`config.mk`:
```
export PLATFORM = sky130hd
export DESIGN_NAME = mac_job_scheduler_flat
export DESIGN_NICKNAME = d
export VERILOG_FILES = /design/src/rtl/mac_job_scheduler_if.sv /design/src/rtl/mac_job_scheduler.sv /design/src/flat_wrapper.sv
export SDC_FILE = /design/constraint.sdc
export NUM_CORES = 1
export LEC_CHECK = 0
export CORE_AREA = 3 3 587 589
export DETAILED_ROUTE_END_ITERATION = 8
export DIE_AREA = 0 0 590 592
export GPL_ROUTABILITY_DRIVEN = 0
export MAX_ROUTING_LAYER = met4
export PLACE_DENSITY = 0.3
export REMOVE_ABC_BUFFERS = 1
export SETUP_SLACK_MARGIN = 0.2
export SLEW_MARGIN = 20
export SYNTH_ARGS = -nofsm -noshare
export SYNTH_HDL_FRONTEND = slang
export SYNTH_SLANG_ARGS = --single-unit
```
`constraint.sdc`:
```
create_clock -name clk -period 2.75 [get_ports clk]
set_input_delay 0.275 -clock clk [delete_from_list [all_inputs] [get_ports clk]]
set_output_delay 0.275 -clock clk [all_outputs]
set_load 0.03 [all_outputs]
```
`src/rtl/mac_job_scheduler_if.sv`:
```
`default_nettype none
// ============================================================================
// Module      : mac_job_scheduler_if
// Description : Bundles the requester, MAC and response signals of the
//               mac_job_scheduler into one interface.
//               slave  - scheduler view (consumes requests, drives the MAC,
//                        produces responses)
//               master - environment view (requesters, MAC, result consumer)
// Ports       : req_valid/req_ready/req_a/req_b/req_c  requester side
//               mac_valid/mac_a/mac_b/mac_c/mac_ready/mac_out  MAC side
//               rsp_valid/rsp_ready/rsp_id/rsp_data/rsp_err  response side
//               busy  scheduler not idle
// Revision    : 1.0 - initial release
// ============================================================================
interface mac_job_scheduler_if #(
    parameter int NUM_REQ = 4,
    parameter int SIZE    = 6,
    parameter int SETS    = 16,
    parameter int OUT_W   = 2*SIZE+SETS
);
    localparam int c_lane_w = SETS*SIZE;
    localparam int c_id_w   = $clog2(NUM_REQ);

    logic [NUM_REQ-1:0]          req_valid;
    logic [NUM_REQ-1:0]          req_ready;
    logic [NUM_REQ*c_lane_w-1:0] req_a;
    logic [NUM_REQ*c_lane_w-1:0] req_b;
    logic [NUM_REQ*c_lane_w-1:0] req_c;

    logic                        mac_valid;
    logic [c_lane_w-1:0]         mac_a;
    logic [c_lane_w-1:0]         mac_b;
    logic [c_lane_w-1:0]         mac_c;
    logic                        mac_ready;
    logic [OUT_W-1:0]            mac_out;

    logic                        rsp_valid;
    logic                        rsp_ready;
    logic [c_id_w-1:0]           rsp_id;
    logic [OUT_W-1:0]            rsp_data;
    logic                        rsp_err;
    logic                        busy;

    modport slave (
        input  req_valid, req_a, req_b, req_c, mac_ready, mac_out, rsp_ready,
        output req_ready, mac_valid, mac_a, mac_b, mac_c,
               rsp_valid, rsp_id, rsp_data, rsp_err, busy
    );

    modport master (
        output req_valid, req_a, req_b, req_c, mac_ready, mac_out, rsp_ready,
        input  req_ready, mac_valid, mac_a, mac_b, mac_c,
               rsp_valid, rsp_id, rsp_data, rsp_err, busy
    );
endinterface
`default_nettype wire

```
`src/rtl/mac_job_scheduler.sv`:
```
`default_nettype none
// ============================================================================
// Module      : mac_job_scheduler
// Description : Shares one MAC between NUM_REQ requesters. Jobs are granted
//               round-robin, launched with a one-cycle mac_valid pulse, and
//               the captured mac_out is returned tagged with the requester
//               id. A watchdog aborts a job whose mac_ready never arrives.
// Ports       : clk    - clock, rising edge
//               reset  - synchronous, active-high
//               bus    - mac_job_scheduler_if.slave (requests, MAC, response)
// Revision    : 1.0 - initial release
// ============================================================================
module mac_job_scheduler #(
    parameter int NUM_REQ  = 4,
    parameter int SIZE     = 6,
    parameter int SETS     = 16,
    parameter int OUT_W    = 2*SIZE+SETS,
    parameter int MIN_WAIT = 2,
    parameter int TIMEOUT  = (1 << (SIZE+1)) + 8
) (
    input  wire logic           clk,
    input  wire logic           reset,
    mac_job_scheduler_if.slave  bus
);
    localparam int c_lane_w = SETS*SIZE;
    localparam int c_id_w   = $clog2(NUM_REQ);
    localparam int c_scan_w = c_id_w + 1;
    localparam int c_cnt_w  = $clog2(TIMEOUT+1);

    typedef enum logic [1:0] {
        S_IDLE  = 2'd0,
        S_ISSUE = 2'd1,
        S_WAIT  = 2'd2,
        S_RESP  = 2'd3
    } state_t;

    state_t                r_state;
    logic [c_id_w-1:0]     r_rr_ptr;
    logic [c_cnt_w-1:0]    r_wait_cnt;

    logic [NUM_REQ-1:0]    r_req_ready;
    logic                  r_mac_valid;
    logic [c_lane_w-1:0]   r_mac_a;
    logic [c_lane_w-1:0]   r_mac_b;
    logic [c_lane_w-1:0]   r_mac_c;
    logic                  r_rsp_valid;
    logic [c_id_w-1:0]     r_rsp_id;
    logic [OUT_W-1:0]      r_rsp_data;
    logic                  r_rsp_err;

    logic [c_lane_w-1:0]   w_req_a [NUM_REQ];
    logic [c_lane_w-1:0]   w_req_b [NUM_REQ];
    logic [c_lane_w-1:0]   w_req_c [NUM_REQ];

    logic                  w_grant_any;
    logic [c_id_w-1:0]     w_grant_idx;
    logic [NUM_REQ-1:0]    w_grant_onehot;
    logic [c_id_w-1:0]     w_rr_next;
    logic [c_scan_w-1:0]   w_scan;

    // Split the flat operand buses into one entry per requester.
    for (genvar gi = 0; gi < NUM_REQ; gi++) begin : g_unpack
        assign w_req_a[gi] = bus.req_a[gi*c_lane_w +: c_lane_w];
        assign w_req_b[gi] = bus.req_b[gi*c_lane_w +: c_lane_w];
        assign w_req_c[gi] = bus.req_c[gi*c_lane_w +: c_lane_w];
    end

    // Round-robin scan: first requesting index at or after r_rr_ptr. The
    // scan index is one bit wider so rr_ptr+k never overflows before the
    // modulo wrap.
    always_comb begin
        w_grant_any = 1'b0;
        w_grant_idx = '0;
        w_scan      = '0;
        for (int k = 0; k < NUM_REQ; k++) begin
            w_scan = {1'b0, r_rr_ptr} + c_scan_w'(k);
            if (w_scan >= c_scan_w'(NUM_REQ)) begin
                w_scan = w_scan - c_scan_w'(NUM_REQ);
            end
            if (!w_grant_any && bus.req_valid[w_scan[c_id_w-1:0]]) begin
                w_grant_any = 1'b1;
                w_grant_idx = w_scan[c_id_w-1:0];
            end
        end
    end

    always_comb begin
        w_grant_onehot              = '0;
        w_grant_onehot[w_grant_idx] = 1'b1;
    end

    assign w_rr_next = (w_grant_idx == c_id_w'(NUM_REQ-1)) ? '0
                                                           : w_grant_idx + c_id_w'(1);

    // All outputs are registered, so each one appears the cycle after the
    // state that decides it: req_ready is high in ISSUE and mac_valid in the
    // first WAIT cycle (wait_cnt=0), keeping grant -> launch at one cycle.
    always_ff @(posedge clk) begin
        if (reset) begin
            r_state     <= S_IDLE;
            r_rr_ptr    <= '0;
            r_wait_cnt  <= '0;
            r_req_ready <= '0;
            r_mac_valid <= 1'b0;
            r_mac_a     <= '0;
            r_mac_b     <= '0;
            r_mac_c     <= '0;
            r_rsp_valid <= 1'b0;
            r_rsp_id    <= '0;
            r_rsp_data  <= '0;
            r_rsp_err   <= 1'b0;
        end else begin
            r_req_ready <= '0;
            r_mac_valid <= 1'b0;
            case (r_state)
                S_IDLE: begin
                    if (w_grant_any) begin
                        r_req_ready <= w_grant_onehot;
                        r_mac_a     <= w_req_a[w_grant_idx];
                        r_mac_b     <= w_req_b[w_grant_idx];
                        r_mac_c     <= w_req_c[w_grant_idx];
                        r_rsp_id    <= w_grant_idx;
                        r_rr_ptr    <= w_rr_next;
                        r_state     <= S_ISSUE;
                    end
                end
                S_ISSUE: begin
                    r_mac_valid <= 1'b1;
                    r_wait_cnt  <= '0;
                    r_state     <= S_WAIT;
                end
                S_WAIT: begin
                    // A qualified mac_ready takes priority over the watchdog.
                    if (bus.mac_ready && (r_wait_cnt >= c_cnt_w'(MIN_WAIT))) begin
                        r_rsp_data  <= bus.mac_out;
                        r_rsp_err   <= 1'b0;
                        r_rsp_valid <= 1'b1;
                        r_state     <= S_RESP;
                    end else if (r_wait_cnt == c_cnt_w'(TIMEOUT-1)) begin
                        r_rsp_data  <= '0;
                        r_rsp_err   <= 1'b1;
                        r_rsp_valid <= 1'b1;
                        r_state     <= S_RESP;
                    end else if (r_wait_cnt != '1) begin
                        r_wait_cnt  <= r_wait_cnt + c_cnt_w'(1);
                    end
                end
                S_RESP: begin
                    if (bus.rsp_ready) begin
                        r_rsp_valid <= 1'b0;
                        r_state     <= S_IDLE;
                    end
                end
                default: r_state <= S_IDLE;
            endcase
        end
    end

    assign bus.req_ready = r_req_ready;
    assign bus.mac_valid = r_mac_valid;
    assign bus.mac_a     = r_mac_a;
    assign bus.mac_b     = r_mac_b;
    assign bus.mac_c     = r_mac_c;
    assign bus.rsp_valid = r_rsp_valid;
    assign bus.rsp_id    = r_rsp_id;
    assign bus.rsp_data  = r_rsp_data;
    assign bus.rsp_err   = r_rsp_err;
    assign bus.busy      = (r_state != S_IDLE);

endmodule
`default_nettype wire

```
`src/flat_wrapper.sv`:
```
// flat-port wrapper written by rule: the top's interface ports become plain ports
module mac_job_scheduler_flat 
#(
    parameter int NUM_REQ  = 4,
    parameter int SIZE     = 6,
    parameter int SETS     = 16,
    parameter int OUT_W    = 2*SIZE+SETS,
    parameter int MIN_WAIT = 2,
    parameter int TIMEOUT  = (1 << (SIZE+1)) + 8
)
  (clk, reset, bus_req_valid, bus_req_a, bus_req_b, bus_req_c, bus_mac_ready, bus_mac_out, bus_rsp_ready, bus_req_ready, bus_mac_valid, bus_mac_a, bus_mac_b, bus_mac_c, bus_rsp_valid, bus_rsp_id, bus_rsp_data, bus_rsp_err, bus_busy);
  mac_job_scheduler_if #(.NUM_REQ(NUM_REQ), .SIZE(SIZE), .SETS(SETS), .OUT_W(OUT_W)) bus_i ();
  input  wire logic clk;
  input  wire logic reset;
  input wire logic [$bits(bus_i.req_valid)-1:0] bus_req_valid;
  input wire logic [$bits(bus_i.req_a)-1:0] bus_req_a;
  input wire logic [$bits(bus_i.req_b)-1:0] bus_req_b;
  input wire logic [$bits(bus_i.req_c)-1:0] bus_req_c;
  input wire logic [$bits(bus_i.mac_ready)-1:0] bus_mac_ready;
  input wire logic [$bits(bus_i.mac_out)-1:0] bus_mac_out;
  input wire logic [$bits(bus_i.rsp_ready)-1:0] bus_rsp_ready;
  output wire logic [$bits(bus_i.req_ready)-1:0] bus_req_ready;
  output wire logic [$bits(bus_i.mac_valid)-1:0] bus_mac_valid;
  output wire logic [$bits(bus_i.mac_a)-1:0] bus_mac_a;
  output wire logic [$bits(bus_i.mac_b)-1:0] bus_mac_b;
  output wire logic [$bits(bus_i.mac_c)-1:0] bus_mac_c;
  output wire logic [$bits(bus_i.rsp_valid)-1:0] bus_rsp_valid;
  output wire logic [$bits(bus_i.rsp_id)-1:0] bus_rsp_id;
  output wire logic [$bits(bus_i.rsp_data)-1:0] bus_rsp_data;
  output wire logic [$bits(bus_i.rsp_err)-1:0] bus_rsp_err;
  output wire logic [$bits(bus_i.busy)-1:0] bus_busy;
  assign bus_i.req_valid = bus_req_valid;
  assign bus_i.req_a = bus_req_a;
  assign bus_i.req_b = bus_req_b;
  assign bus_i.req_c = bus_req_c;
  assign bus_i.mac_ready = bus_mac_ready;
  assign bus_i.mac_out = bus_mac_out;
  assign bus_i.rsp_ready = bus_rsp_ready;
  assign bus_req_ready = bus_i.req_ready;
  assign bus_mac_valid = bus_i.mac_valid;
  assign bus_mac_a = bus_i.mac_a;
  assign bus_mac_b = bus_i.mac_b;
  assign bus_mac_c = bus_i.mac_c;
  assign bus_rsp_valid = bus_i.rsp_valid;
  assign bus_rsp_id = bus_i.rsp_id;
  assign bus_rsp_data = bus_i.rsp_data;
  assign bus_rsp_err = bus_i.rsp_err;
  assign bus_busy = bus_i.busy;
  mac_job_scheduler #(.NUM_REQ(NUM_REQ), .SIZE(SIZE), .SETS(SETS), .OUT_W(OUT_W), .MIN_WAIT(MIN_WAIT), .TIMEOUT(TIMEOUT)) u_core (.clk(clk), .reset(reset), .bus(bus_i));
endmodule
```
# [Word-level counts from Yosys, hierarchy flattened]
# Index checks and enable logic that the tools add are counted.
[op_classes] mux=49 bitwise_logic=3 n_eq_ne=12 magnitude_cmp=12 addsub=9 reduce_logical=19
[op_table] cell="96-bit binary-select mux with 2-bit select" n=3
[op_table] cell="96-bit two-way mux" n=6
[op_table] cell="28-bit two-way mux" n=2
[op_table] cell="2-bit two-way mux" n=13
[op_table] cell="8-bit two-way mux" n=3
[op_table] cell="8-bit case mux with 2 select lines" n=1
[op_table] cell="2-bit by 3-bit less-than comparator with 1-bit output, second input constant" n=5
[op_table] cell="1-bit two-way mux" n=14
[op_table] cell="3-bit greater-or-equal comparator, second input constant" n=4
[op_table] cell="8-bit by 1-bit adder with 8-bit output, second input constant" n=1
[op_table] cell="1-bit binary-select mux with 2-bit select" n=4
[op_table] cell="8-bit == test, second input constant" n=1
[op_table] cell="8-bit by 2-bit greater-or-equal comparator with 1-bit output, second input constant" n=1
[op_table] cell="8-bit inequality test, second input constant" n=1
[op_table] cell="2-bit case mux with 4 select lines" n=1
[op_table] cell="2-bit nonzero test" n=4
[op_table] cell="2-bit by 1-bit subtractor with 2-bit output, second input constant" n=4
[op_table] cell="2-bit by 2-bit adder with 3-bit output, second input constant" n=2
[op_table] cell="2-bit == test, second input constant" n=3
[op_table] cell="2-bit inequality test, second input constant" n=3
[op_table] cell="3-bit AND reduction" n=2
[op_table] cell="1-bit logical AND" n=5
[op_table] cell="2-bit by 1-bit inequality test with 1-bit output, second input constant" n=2
[op_table] cell="2-bit AND reduction" n=2
[op_table] cell="other kinds (14)" n=17
[word_totals] in_bits=1188 elab_cells=116 regBits=337 output_inout_bits=326

# [Logic depth before layout (Yosys ltp)]
[logic_depth] depth_word=18 mapped_depth=11 ltp_nobuf=7

# [Worst setup path after synthesis]
# OpenSTA, ideal clock, no wires.
[synth_path] kind="register to register" start="reg u_core.r_wait_cnt[0]" end="reg u_core.r_wait_cnt[5]" n_path_buf=1 required_time_ns=2.680 arrival_time_ns=2.352 path_stages_with_launch=9 synth_period_minus_slack_ns=2.422 setup_slack_ns=0.328 setup_ns=0.070 path_cell_list="dfxtp_1 -> inv_1 -> ha_1 -> or4_1 -> o211a_4 -> or3_1 -> clkbuf_2 -> or4_1 -> a21oi_1"
[synth_between] elab_chain_cells=5
[synth_lines] element="from (decl)" line_no="mac_job_scheduler.sv:39" text="logic [c_cnt_w-1:0] r_wait_cnt;"
[synth_lines] element="from (signal assigned)" line_no="mac_job_scheduler.sv:145" text="r_wait_cnt <= r_wait_cnt + c_cnt_w'(1);"
[synth_lines] element="8-bit by 1-bit adder with 8-bit output" line_no="mac_job_scheduler.sv:145"
[synth_lines] element="8-bit two-way mux" line_no="mac_job_scheduler.sv:144" text="end else if (r_wait_cnt != '1) begin"
[synth_lines] element="8-bit two-way mux" line_no="mac_job_scheduler.sv:139" text="end else if (r_wait_cnt == c_cnt_w'(TIMEOUT-1)) begin"
[synth_lines] element="8-bit two-way mux" line_no="mac_job_scheduler.sv:134" text="if (bus.mac_ready && (r_wait_cnt >= c_cnt_w'(MIN_WAIT))) begin"
[synth_lines] element="8-bit case mux with 2 select lines" line_no="mac_job_scheduler.sv:115" text="case (r_state)"
# Parallel ways exist; a longest one is shown, timed or not. The select of a mux whose other input is x is not followed.
# A chain may end at the register's enable or synchronous reset.

# [Worst setup path after layout]
[layout_path] start="reg u_core.r_rr_ptr[0]" end="reg u_core.r_mac_c[59] (netlist: u_core.bus.mac_c[59])"
[layout_between] elab_chain_cells=18
[layout_lines] element="from (decl)" line_no="mac_job_scheduler.sv:38" text="logic [c_id_w-1:0] r_rr_ptr;"
[layout_lines] element="from (signal assigned)" line_no="mac_job_scheduler.sv:123" text="r_rr_ptr <= w_rr_next;"
[layout_lines] element="branches (longest 18 deep; another with 2-bit by 1-bit adder with 3-bit output)"
[layout_lines] element="to (signal assigned)" line_no="mac_job_scheduler.sv:121" text="r_mac_c <= w_req_c[w_grant_idx];"
[layout_lines] element="to (decl)" line_no="mac_job_scheduler.sv:45" text="logic [c_lane_w-1:0] r_mac_c;"
# Several ways; the timed one is not identified. The select of a mux whose other input is x is not followed.

==> results.sh <==
export IMPL_status="complete, no violations"
export IMPL_critPathTopFamily="simple AND/OR/NAND/NOR gates"
export IMPL_clk_latency_ns=0.68
export IMPL_die_area_um2=349000
export IMPL_synthArstFlopShare_pct=0
export IMPL_initial_utilization_pct=5.93
export IMPL_dr_pass1_iters=5
export IMPL_start_kind="flip-flop"
export IMPL_min_period_over_period_pct=92.4
export IMPL_drtIter0Drc=1523
export IMPL_vias=28204
export IMPL_synth_cells=2527
export IMPL_antenna_found_initial=134
export IMPL_p_comb_share_pct=64.2
export IMPL_synth_compound_area_share_pct=34.1
export IMPL_arrival_ns=3.10
export IMPL_crit_chain="nor2b_1 > or4b_4 > buf_12 > buf_16 > buf_12 > and3_1 > a211oi_4 > o31ai_1"
export IMPL_fin_crit_ns=2.54
export IMPL_worstMarginPinSlew_ns=0.807
export IMPL_drv_slew=0
export IMPL_r2r_slack_ns=0.21
export IMPL_grt_max_degree=57
export IMPL_intPower_w=0.0224
export IMPL_io_pins=1514
export IMPL_slowest_delay_ns=0.59
export IMPL_avgViaCountPerCell=3.24
export IMPL_ctsLongestPathBuffers=3
export IMPL_synth_edf_count=0
export IMPL_worstSetupPathType="reg2reg"
export IMPL_ant_nets=0
export IMPL_synth_top_family_by_area="compound AO/OA/AOI/OAI gates"
export IMPL_critPathCaptureType="flip-flop"
export IMPL_worst_slack_ns=0.209
export IMPL_synth_warnings=0
export IMPL_clkTransAtPathRegs_ns=0.06
export IMPL_yosysTopAreaCell="dfxtp_1"
export IMPL_synthAdderAreaFrac_pct=0.621
export IMPL_power_frac_clock_pct=16.4
export IMPL_crit_path_frequent_cell="buf_12"
export IMPL_grt_setup_unrepaired="yes"
export IMPL_design_core_area_um2=340000
export IMPL_drive_gt1_share_pct=10.3
export IMPL_synthFlopType="dfxtp_1"
export IMPL_crit_buf_inv=3
export IMPL_fmax_ghz=0.394
export IMPL_syn_avg_cell_area_um2=7.98
export IMPL_wire_per_inst_um=26.5
export IMPL_p_leak_nw=15.9
export IMPL_die_h_um=592
export IMPL_portBuffers=1513
export IMPL_cap_violations=0
export IMPL_postLayoutCoreUtil_pct=13.2
export IMPL_rows=214
export IMPL_synthToLayoutAreaGrowth_pct=123
export IMPL_post_dp_hpwl_um=196000
export IMPL_cts_root_buffer="clkbuf_16"
export IMPL_grt_ovfl_total=0
export IMPL_track_usage_pct=12.9
export IMPL_numCtsBuffers=54
export IMPL_finalSetupTns_ns=0
export IMPL_yosysSeqAreaShare_pct=33.5
export IMPL_stdcell_count=8704
export IMPL_synth_cell_type_count=44
export IMPL_mappedNetlistArea_um2=20200
export IMPL_grt_pass1_wl_um=294000
export IMPL_yosys_register_bits=337
export IMPL_ctsHoldBuffers=0
export IMPL_synth_area_leaders="dfxtp_1 33%, a211oi_1 21%, and3_1 18%, o31ai_1 11%, nand2_1 5.5%"
export IMPL_fin_worst_skew_ns=0.0206
export IMPL_hold_ws_ns=0.198
export IMPL_drt_total_wl_um=231000
export IMPL_placed_cells=8529
export IMPL_power_frac_seq_pct=19.4
export IMPL_place_ws_ns=-0.564
export IMPL_cts_sinks=337
export IMPL_setup_viol=0
export IMPL_cp_required_ns=3.31
export IMPL_remaining_drc_errors=0
export IMPL_yosys_area_share_simple_pct=25.0
export IMPL_synth_xor_area_share_pct=0.130
export IMPL_switching_share_pct=49.0
export IMPL_grt_pass1_vias=29484
export IMPL_synth_top_area_share_pct=33.5
export IMPL_pwr_density_cell_nw_per_um2=978
export IMPL_crit_slowest_cell="or4b_4"
export IMPL_ctsHtreeMaxLevel=2
export IMPL_fp_dieW_um=590
export IMPL_relSlewSlack_pct=46.0
export IMPL_hold_path_class="in2reg"
export IMPL_tritoncts="yes"
export IMPL_nets=5249
export IMPL_synth_mux_area_share_pct=0.199
export IMPL_finalHoldViolations=0
export IMPL_switching_power_w=0.0215
export IMPL_irDropWorstVdd_mv=0.443
export IMPL_critical_path_peak_fanout=23
## layer usage
metal	share of wire (%)	track usage, %	vias up
met5	0	-	-
met4	1.8	2.12	0
met3	8.8	4.91	198
met2	48	21.6	1245
met1	42	14.7	13787
li1	-	-	12974
## cells in the final DEF (no fill, tap or decap), types with 7 or more instances in the layout
cell type / instances
and3_1: 575
a21oi_1: 7
ha_1: 10
buf_4: 220
dfxtp_1: 336
clkbuf_8: 12
nand2_1: 293
clkbuf_16: 55
diode_2: 76
nor2_1: 15
clkbuf_1: 21
o31ai_1: 290
a211oi_1: 545
buf_12: 68
clkdlybuf4s50_1: 1498
a211oi_2: 28
a22o_1: 28
## metrics by stage
step                      total power [W]  area [um2]
final                              0.0439       44900
after global routing               0.0465       44900
after CTS                          0.0449       44500
after detailed placement           0.0372       42700
after global placement             0.0373       42700
after floorplan                    0.0168       18900
## cell families (layout without fill, tap and decap cells)
logic type,after synthesis,count (layout)
other cells,0,76
compound gates,913,913
fa+ha+maj,10,10
simple gates,926,926
buf+inv,334,1899
xor+xnor,3,3
mux,4,4
flops,337,337
## cell usage after synthesis, types with 2 or more instances
library cell	n
or2_2	2
a211oi_1	577
and2_1	5
nand2_1	293
and3_1	576
nor2b_1	6
buf_1	7
a22o_1	28
inv_1	6
mux2i_1	4
nor2_1	16
o31ai_1	290
dfxtp_1	337
buf_2	40
nor4_1	5
xnor2_1	3
or4_1	4
or3_1	2
nand2b_1	3
nor3_1	3
a21oi_1	7
ha_1	10
nand3_1	4
clkbuf_1	278
o21ai_0	2
## power by group through the flow
stage                     combinational (W)  clock [W]  sequential (W)
after floorplan                     0.00635          0          0.0104
after global placement               0.0287          0         0.00861
after detailed placement             0.0285          0         0.00864
after CTS                            0.0287    0.00759         0.00859
after global routing                 0.0301    0.00771         0.00879
final                                0.0282    0.00721         0.00853
## path summary, 6_finish.rpt
kind | from | endpoint | cells past startpoint
worst max register to register | u_core.r_rr_ptr[0] | u_core.bus.mac_c[59] | 8
worst min register to register | u_core.bus.mac_b[41] | u_core.bus.mac_b[41] | 2
worst min-delay path | bus_mac_out[20] | u_core.bus.rsp_data[20] | 2
worst max-delay path | u_core.r_rr_ptr[0] | u_core.bus.mac_c[59] | 8
## sequential cells by signal, indices dropped and copies added (netlist names)
signal	cells
u_core.r_rr_ptr	2
u_core.r_state	2
u_core.bus.req_ready	4
u_core.bus.mac_valid	1
u_core.r_wait_cnt	8
u_core.bus.mac_b	96
u_core.bus.rsp_err	1
u_core.bus.rsp_id	2
u_core.bus.mac_c	96
u_core.bus.rsp_data	28
u_core.bus.rsp_valid	1
u_core.bus.mac_a	96
## repair_timing
item / CTS / global route
cloned: 0 / 1
setup buffers: 1 / 0
pin swaps: 0 / 2
setup endpoints to repair: 23 / 53
resized for setup: 18 / 32
hold endpoints to repair: 0 / 0
## cell type report
cell class | instances | area (um2)
inverter | 7 | 41.3
clock inverter | 10 | 144
timing repair buffer | 1795 | 18200
tap | 4536 | 5680
sequential | 337 | 6750
multi-input combinational | 1856 | 12300
antenna | 76 | 190
clock buffer | 87 | 1600
fill | 38760 | 295000
## worst reg2reg max path, delay by kind of cell, from the launching register on
kind                   cells  cell delay (ns)
AOI/OAI and AO/OA          2             0.43
and+or+nand+nor            3             0.87
DFF                        1             0.37
buffers and inverters      3             0.76
Note: power is estimated with default switching activity, not from simulation.
==> variant: new RTL, config.mk and constraints unchanged <==
`SIZE` is set to 6 in 3 places; all go to 4.
--- a/src/rtl/mac_job_scheduler_if.sv
+++ b/src/rtl/mac_job_scheduler_if.sv
@@ -15,5 +15,5 @@
 interface mac_job_scheduler_if #(
     parameter int NUM_REQ = 4,
-    parameter int SIZE    = 6,
+    parameter int SIZE    = 4,
     parameter int SETS    = 16,
     parameter int OUT_W   = 2*SIZE+SETS
--- a/src/rtl/mac_job_scheduler.sv
+++ b/src/rtl/mac_job_scheduler.sv
@@ -13,5 +13,5 @@
 module mac_job_scheduler #(
     parameter int NUM_REQ  = 4,
-    parameter int SIZE     = 6,
+    parameter int SIZE     = 4,
     parameter int SETS     = 16,
     parameter int OUT_W    = 2*SIZE+SETS,
--- a/src/flat_wrapper.sv
+++ b/src/flat_wrapper.sv
@@ -3,5 +3,5 @@
 #(
     parameter int NUM_REQ  = 4,
-    parameter int SIZE     = 6,
+    parameter int SIZE     = 4,
     parameter int SETS     = 16,
     parameter int OUT_W    = 2*SIZE+SETS,
Ports: changed (8 resized); port bits go from 1514 to 1026. No check against the original RTL was run, so the function may have changed too.
==> variant against the original RTL <==
Routed wire length fell by 31%; power fell by 44%; sequential cell count fell by 102; final area fell by 35%; area after synthesis fell by 45%; largest power group unchanged; synthesized cell count fell by 57%; critical path depth did not move; setup slack improved by 170 ps; highest routed layer unchanged.
==> variant: results (changes against the original RTL) <==
| Metric | Value |
|---|---|
| Worst min-delay path startpoint | bus_req_a[191] (was bus_mac_out[20]) |
| Top cells by area, synth | dfxtp_1 (42%), mux2i_1 (18%), a222oi_1 (17%), o21ai_1 (8.8%), clkbuf_1 (2.1%) (was dfxtp_1 (33%), a211oi_1 (21%), and3_1 (18%), o31ai_1 (11%), nand2_1 (5.5%)) |
| Detailed-placement wirelength estimate | 137,500 microns (was 196,200 microns) |
| Status | finished clean (unchanged) |
| Peak supply drop | 0.5356 mV (was 0.4431 mV) |
| Multi-input gate count | 728 (was 1,856) |
| Initial antenna violation count | 180 (was 134) |
| Syn_area_per_cell | 10.17 sq um (was 7.978 sq um) |
| Multi-input logic area | 5917 sq um (was 12,340 sq um) |
| Place WS | -32.70 ps (was -564.4 ps) |
| Most instantiated cells after synthesis | dfxtp_1 (235), mux2i_1 (197), o21ai_1 (195) (was a211oi_1 (577), and3_1 (576), dfxtp_1 (337)) |
| Total track usage | 8.931% (was 12.86%) |
| Grt met2 use | 15.17% (was 21.56%) |
| # port buffers | 1,025 (was 1,513) |
| Slowest-stage cell, CP | or4_1 (was or4b_4) |
| Seq/Total Area, Yosys | 42.37% (was 33.46%) |
| Xor and xnor area share after synthesis | 0.07887% (was 0.1303%) |
| Routed WL | 160,200 microns (was 230,700 microns) |
| Final #Nets | 2,935 (was 5,249) |
| P_leak | 9.048 nW (was 15.86 nW) |
| End of the worst hold path | u_core.bus.mac_a[63] (was u_core.bus.rsp_data[20]) |
| Flops & latches, synth | 235 (was 337) |
| Vias in the first global route | 15.59k (was 29.48k) |
| Maximum fanout along the worst path | 24 (was 23) |
| Reg2reg end | u_core.bus.rsp_data[17] (was u_core.bus.mac_c[59]) |
| Num CTS Buffers | 44 (was 54) |
| WHS Path Cells | 3 (was 2) |
| # hold bufs at CTS | 1 (was 0) |
| Met1 GRT Util | 8.826% (was 14.70%) |
| Cells after DPL | 6,614 (was 8,529) |
| Clk_skew | 40.09 ps (was 20.58 ps) |
| Reg2reg start | u_core.r_wait_cnt[0] (was u_core.r_rr_ptr[0]) |
| DP Area | 27,450 sq um (was 42,690 sq um) |
| Post-synthesis mux area share | 17.76% (was 0.1986%) |
[variant: cell types whose count changed after synthesis, moves of 25 or more]
cell      delta
a211oi_1   -575
and3_1     -574
o31ai_1    -290
nand2_1    -286
clkbuf_1   -217
o21ai_1    +195
mux2i_1    +193
a222oi_1   +192
dfxtp_1    -102
a22o_1      -27
nor2_1      +25
[variant: power by group]
part	leakage (nW)	internal (mW)	switching, mW
Combinational	6.42	5.13	7.51
Clock	0.697	3.51	2.56
Sequential	1.93	4.74	0.963
[variant: cell families after synthesis]
| group | count (synthesis) |
|---|---|
| compound gates | 440 |
| flops | 235 |
| mux | 197 |
| buf+inv | 130 |
| simple gates | 80 |
| fa+ha+maj | 9 |
| xor+xnor | 1 |
[variant: routing by layer]
layer | routed length [microns] | vias up
met3 | 18510 | 240
met5 | 0 | -
met4 | 4399 | 0
li1 | - | 6707
met2 | 77510 | 1101
met1 | 59790 | 7235
